===== config.mk =====
export PLATFORM = sky130hd
export DESIGN_NAME = adsr_envelope
export DESIGN_NICKNAME = d
export VERILOG_FILES = /design/src/rtl/adsr_pkg.sv /design/src/rtl/adsr_sat_step.sv /design/src/rtl/adsr_envelope.sv
export SDC_FILE = /design/constraint.sdc
export NUM_CORES = 1
export LEC_CHECK = 0
export ABC_CLOCK_PERIOD_IN_PS = 8250
export CAP_MARGIN = 20
export CORE_ASPECT_RATIO = 0.6
export CORE_UTILIZATION = 56
export CTS_CLUSTER_SIZE = 14
export DETAILED_ROUTE_END_ITERATION = 7
export PLACE_DENSITY = 0.83
export SYNTH_ARGS = -nofsm -noshare
export SYNTH_HDL_FRONTEND = slang
export SYNTH_SLANG_ARGS = --single-unit

===== constraint.sdc =====
create_clock -name Clk -period 8.25 [get_ports Clk]
set_clock_uncertainty 0.2 [all_clocks]
set_input_delay 2.0625 -clock Clk [delete_from_list [all_inputs] [get_ports Clk]]
set_output_delay 2.0625 -clock Clk [all_outputs]
set_load 0.01 [all_outputs]

===== src/rtl/adsr_pkg.sv =====
// Shared types and constants for the ADSR envelope generator.
package adsr_pkg;

  typedef enum logic [2:0] {
    IDLE    = 3'd0,
    ATTACK  = 3'd1,
    DECAY   = 3'd2,
    SUSTAIN = 3'd3,
    RELEASE = 3'd4
  } env_state_t;

  localparam int ENV_ACC_W = 23;
  localparam logic [ENV_ACC_W-1:0] ENV_MAX = {ENV_ACC_W{1'b1}};

endpackage


===== src/rtl/adsr_sat_step.sv =====
// Combinational saturating add/sub of the envelope accumulator against a clamp bound.
// hit flags that the result reached or crossed the bound and was clamped to it.
module adsr_sat_step #(
  parameter int W = 23
) (
  input  logic [W-1:0] a,
  input  logic [W-1:0] b,
  input  logic         sub,
  input  logic [W-1:0] bound,
  output logic [W-1:0] y,
  output logic         hit
);

  logic [W:0] sum;
  logic [W:0] diff;

  always_comb begin
    sum  = {1'b0, a} + {1'b0, b};
    diff = {1'b0, a} - {1'b0, b};
    y    = a;
    hit  = 1'b0;
    if (sub) begin
      // diff[W] is the borrow: a result below zero is always at or under the bound
      if (diff[W] || (diff[W-1:0] <= bound)) begin
        y   = bound;
        hit = 1'b1;
      end else begin
        y = diff[W-1:0];
      end
    end else begin
      if (sum >= {1'b0, bound}) begin
        y   = bound;
        hit = 1'b1;
      end else begin
        y = sum[W-1:0];
      end
    end
  end

endmodule


===== src/rtl/adsr_envelope.sv =====
// Per-voice ADSR envelope; advances only on sample_tick.
// Build macro ADSR_EXP_RELEASE_EN selects an exponential release tail instead of a linear ramp.
module adsr_envelope
  import adsr_pkg::*;
#(
  parameter int ACC_W = ENV_ACC_W
) (
  input  logic        Clk,
  input  logic        Reset,
  input  logic        sample_tick,
  input  logic        key_on,
  input  logic [15:0] attack_rate,
  input  logic [15:0] decay_rate,
  input  logic [14:0] sustain_level,
  input  logic [15:0] release_rate,
  output logic [15:0] amp,
  output logic [2:0]  env_state,
  output logic        busy
);

  localparam logic [ACC_W-1:0] ACC_MAX = {ACC_W{1'b1}};

  env_state_t       state_q, state_d;
  logic [ACC_W-1:0] acc_q, acc_d;
  logic             key_prev_q, key_prev_d;
  logic             busy_q, busy_d;

  logic [ACC_W-1:0] target;
  logic [ACC_W-1:0] rel_step;
  logic [ACC_W-1:0] step_b;
  logic             step_sub;
  logic [ACC_W-1:0] step_bound;
  logic [ACC_W-1:0] step_y;
  logic             step_hit;

  assign target = {sustain_level, {(ACC_W-15){1'b0}}};

`ifdef ADSR_EXP_RELEASE_EN
  logic [ACC_W-1:0] rel_shift;
  assign rel_shift = acc_q >> release_rate[3:0];
  // +1 keeps the tail moving once the shifted value reaches zero
  assign rel_step  = (rel_shift == ACC_MAX) ? ACC_MAX : rel_shift + ACC_W'(1);
`else
  assign rel_step  = ACC_W'(release_rate);
`endif

  always_comb begin
    step_b     = rel_step;
    step_sub   = 1'b1;
    step_bound = '0;
    case (state_q)
      ATTACK: begin
        step_b     = ACC_W'(attack_rate);
        step_sub   = 1'b0;
        step_bound = ACC_MAX;
      end
      DECAY: begin
        step_b     = ACC_W'(decay_rate);
        step_bound = target;
      end
      default: ;
    endcase
  end

  adsr_sat_step #(.W(ACC_W)) u_step (
    .a     (acc_q),
    .b     (step_b),
    .sub   (step_sub),
    .bound (step_bound),
    .y     (step_y),
    .hit   (step_hit)
  );

  always_comb begin
    state_d    = state_q;
    acc_d      = acc_q;
    key_prev_d = key_prev_q;
    if (sample_tick) begin
      key_prev_d = key_on;
      if (key_on && !key_prev_q) begin
        state_d = ATTACK;
      end else if (!key_on && (state_q != IDLE) && (state_q != RELEASE)) begin
        state_d = RELEASE;
      end else begin
        case (state_q)
          IDLE: acc_d = '0;
          ATTACK: begin
            acc_d = step_y;
            if (step_hit) state_d = DECAY;
          end
          DECAY: begin
            acc_d = step_y;
            if (step_hit) state_d = SUSTAIN;
          end
          SUSTAIN: acc_d = target;
          RELEASE: begin
            acc_d = step_y;
            if (step_hit) state_d = IDLE;
          end
          default: begin
            state_d = IDLE;
            acc_d   = '0;
          end
        endcase
      end
    end
    busy_d = (state_d != IDLE);
  end

  always_ff @(posedge Clk or posedge Reset) begin
    if (Reset) begin
      state_q    <= IDLE;
      acc_q      <= '0;
      key_prev_q <= 1'b0;
      busy_q     <= 1'b0;
    end else begin
      state_q    <= state_d;
      acc_q      <= acc_d;
      key_prev_q <= key_prev_d;
      busy_q     <= busy_d;
    end
  end

  assign amp       = {1'b0, acc_q[ACC_W-1 -: 15]};
  assign env_state = state_q;
  assign busy      = busy_q;

endmodule


==> flow_metrics.tcl, run 1 <==
set metrics [dict create \
    status "finished, final reports clean" \
    cts_made_buffers 3 \
    routabilityCongestion 1.10 \
    critPathMaxFanout 8 \
    finalCriticalPeriod_ns 7.89 \
    netlist_area_mm2 0.00518 \
    synth_mux_area_frac 0.00410 \
    grt_overflow_total 0 \
    avgSynthCellArea_um2 7.64 \
    antenna_found_initial 0 \
    r2r_cells 26 \
    rsz0062_at_grt "false" \
    postCtsHoldBufs 0 \
    hold_viol_final 0 \
    synthAdderAreaFrac 0.196 \
    hp-start "acc_q[6]" \
    yosysSeqAreaShare 0.135 \
    worstMarginPinSlew_ns 1.10 \
    grt_usage 0.391 \
    ios 87 \
    maxCapViolations 0 \
    vias_per_cell 6.74 \
    yosys-top-cells-area "ha_1 19%, dfrtp_1 14%, a21oi_1 7.3%, xnor2_1 5.2%, o22a_1 5.1%" \
    synth-xor-area-share 0.0707 \
    first_global_vias 5242 \
    synth_top_family_by_area "compound AO/OA/AOI/OAI gates" \
    grt_pass1_wl_um 29000 \
    drv_slew 0 \
    cp-startpoint "attack_rate[0]" \
    grt_max_degree 29 \
    start_util 0.593 \
    slew_headroom 0.263 \
    cts.sink_count 28 \
    drt_first_iter_violations 828 \
    htreeDepth 1 \
    fin_nets 874 \
    ctsRootBufferMaster "clkbuf_16" \
    fmax_mhz 127 \
    syn_inst 679 \
    io_buffers 85 \
    post-cts-setup-buffer-count 0 \
    synth-compound-area-share 0.318 \
    start_kind "input pin" \
    cp.arrival_ns 7.82 \
    wl_um 19000 \
    required_ns 8.19 \
    path_clk_slew_ns 0.08 \
    die_height_um 76.5 \
    critPathCaptureType "flip-flop" \
    finalCritPeriodShare 0.956 \
    holdPathEnd "acc_q[6]" \
    yosysWarnings 0 \
    vias 5647 \
    synth_edf_count 0 \
    drtPass1Iterations 5 \
    synth_flop_cell "dfrtp_1" \
    drc_errors 0 \
    r2r-end "busy" \
    synthesis.nets 826 \
    tns_ns 0 \
    die_area_mm2 0.00966 \
    area_growth_pct 16.8 \
    final_layout_size_suffix_gt1_frac 0.0579 \
    synthArstFlopShare 1.00 \
    cts.repair.resized 0 \
    fp-row-count 26 \
    r2r_slack_ns 1.11 \
    synth_seq_cells 28 \
    synth_largest_area_cell "ha_1" \
    final-setup-viol-count 0 \
    die_w_um 126 \
    final_antenna_net_count 0 \
    r2r-start "env_state[0]" \
    worstSetupPathType "input pin to flip-flop" \
    clock_path_buffers 2 \
    hpwl_um 14800 \
    whs_path_depth 2 \
    hp-class "flip-flop to flip-flop" \
    synth_cell_type_count 77 \
    clkLatencyLatePin_ns 0.28 \
    synth-simple-area-share 0.184 \
    core-area_mm2 0.00875 \
    yosysTopAreaCellShare 0.188 \
    n_antenna_cell 0 \
    cts_tree "yes" \
    wire_per_inst_um 22.7 \
]
[through the flow]
stage          cell area (µm²)  cells  setup slack [ns]   util  hold WS, ns
2_1_floorplan             5180    679              1.68      -        0.282
3_3_place_gp              5940    833             0.371  0.679        0.315
3_5_place_dp              5940    833             0.243  0.679        0.317
4_1_cts                   6040    837             0.509  0.691        0.339
5_1_grt                   6060    838             0.111  0.692        0.398
6_report                  6060    838             0.363  0.692        0.340
[how the worst max path moves through the flow]
stage                 to  slack [ns]  cells after the start
3_5_place_dp        busy        0.24                     23
6_report            busy        0.36                     23
2_1_floorplan  acc_q[19]        1.68                     21
5_1_grt             busy        0.11                     23
3_3_place_gp        busy        0.37                     21
4_1_cts             busy        0.51                     23
[Yosys cell counts, types with 3 or more instances]
cell type and number:
ha_1 78, a21oi_1 76, nand2_1 57, nor2_1 56
inv_1 36, o21ai_0 33, xnor2_1 31, o22a_1 30
dfrtp_1 28, buf_4 21, clkbuf_1 20, nand3_1 16
o22ai_1 11, nand2b_1 10, and3_1 9, buf_2 9
o21ai_1 9, xor2_1 9, a211oi_1 8, nand4_1 8
nor3_1 8, a21o_1 7, o211ai_1 7, o21bai_1 7
o221ai_1 6, o31ai_1 6, a22o_1 5, a31oi_1 4
buf_6 4, nor2b_1 4, a2111oi_0 3, and2_1 3
inv_2 3, o41ai_1 3
[routing by layer]
layer  global-route usage  part of all wire  vias up
li1                     -                 -     2570
met1                0.565              0.43     2603
met2                0.551              0.39      436
met3                0.137              0.16       38
met4               0.0795             0.018        0
met5                    0                 0        -
[cell usage in the layout (no fill, tap or decap), types with 3 or more instances in the layout]
master and count:
o22ai_1 11, a21oi_1 76, nand4_1 8, a21o_1 7, nand2b_1 10, a31oi_1 4
and3_1 9, o22a_1 30, inv_2 3, buf_4 12, nor3_1 8, o41ai_1 3
o221ai_1 6, a22o_1 5, ha_1 78, nand2_1 57, and2_1 3, xor2_1 9
clkdlybuf4s50_1 85, xnor2_1 31, a211oi_1 8, nand3_1 16, clkbuf_16 3, nor2_1 56
o21ai_1 9, a2111oi_0 3, inv_1 36, o211ai_1 7, o31ai_1 6, dfrtp_1 28
o21ai_0 33, o21bai_1 7, nor2b_1 4
[logic make-up after synthesis]
logic type / after synthesis
AND/OR/NAND/NOR: 191
flip-flops: 28
multiplexers: 2
adder cells (fa/ha/maj): 80
buffers and inverters: 94
other: 1
XOR/XNOR: 41
AO/OA/AOI/OAI: 242
[flip-flops by register name (all words and copies together) (netlist names)]
| register | flops |
|---|---|
| key_prev_q | 1 |
| busy | 1 |
| env_state | 3 |
| acc_q | 23 |
[final cells by class]
type,instances,area (µm²)
clock buffer,3,75.1
clock inverter,1,30.0
fill,733,2700
inverter,39,146
multi-input combinational,557,4010
sequential,28,701
tap,112,140
timing repair buffer,98,952
[critical path: stages]
cell             delay, ns
clkdlybuf4s50_1       0.40
o22ai_1               0.18
a21oi_1               0.12
ha_1                  0.24
fa_1                  0.41
a21oi_1               0.35
o21ai_1               0.18
a211oi_1              0.29
nor2_1                0.14
o31ai_2               0.24
buf_4                 0.23
nor2_1                0.07
xor2_1                0.16
ha_1                  0.32
o211ai_1              0.13
a2111oi_0             0.73
o2111ai_1             0.20
o21ai_0               0.31
nor3_2                0.13
nand2_1               0.29
o21ai_0               0.17
a31o_2                0.28
nand4bb_1             0.20
Power of run 1 is left out: the tool's default activity adds up to more than one toggle a clock period on the data nets, which glitch-free logic cannot reach.
==> run 2: changes to the inputs <==
--- a/config.mk
+++ b/config.mk
@@ -11,6 +11,7 @@
 export CORE_UTILIZATION = 56
 export CTS_CLUSTER_SIZE = 14
 export DETAILED_ROUTE_END_ITERATION = 7
+export HOLD_SLACK_MARGIN = 0.02
 export PLACE_DENSITY = 0.83
 export SYNTH_ARGS = -nofsm -noshare
 export SYNTH_HDL_FRONTEND = slang
==> results of run 2 <==
The final DEF is identical to that of run 1; final timing and power are the same.
Power of run 2 is left out for the same reason.
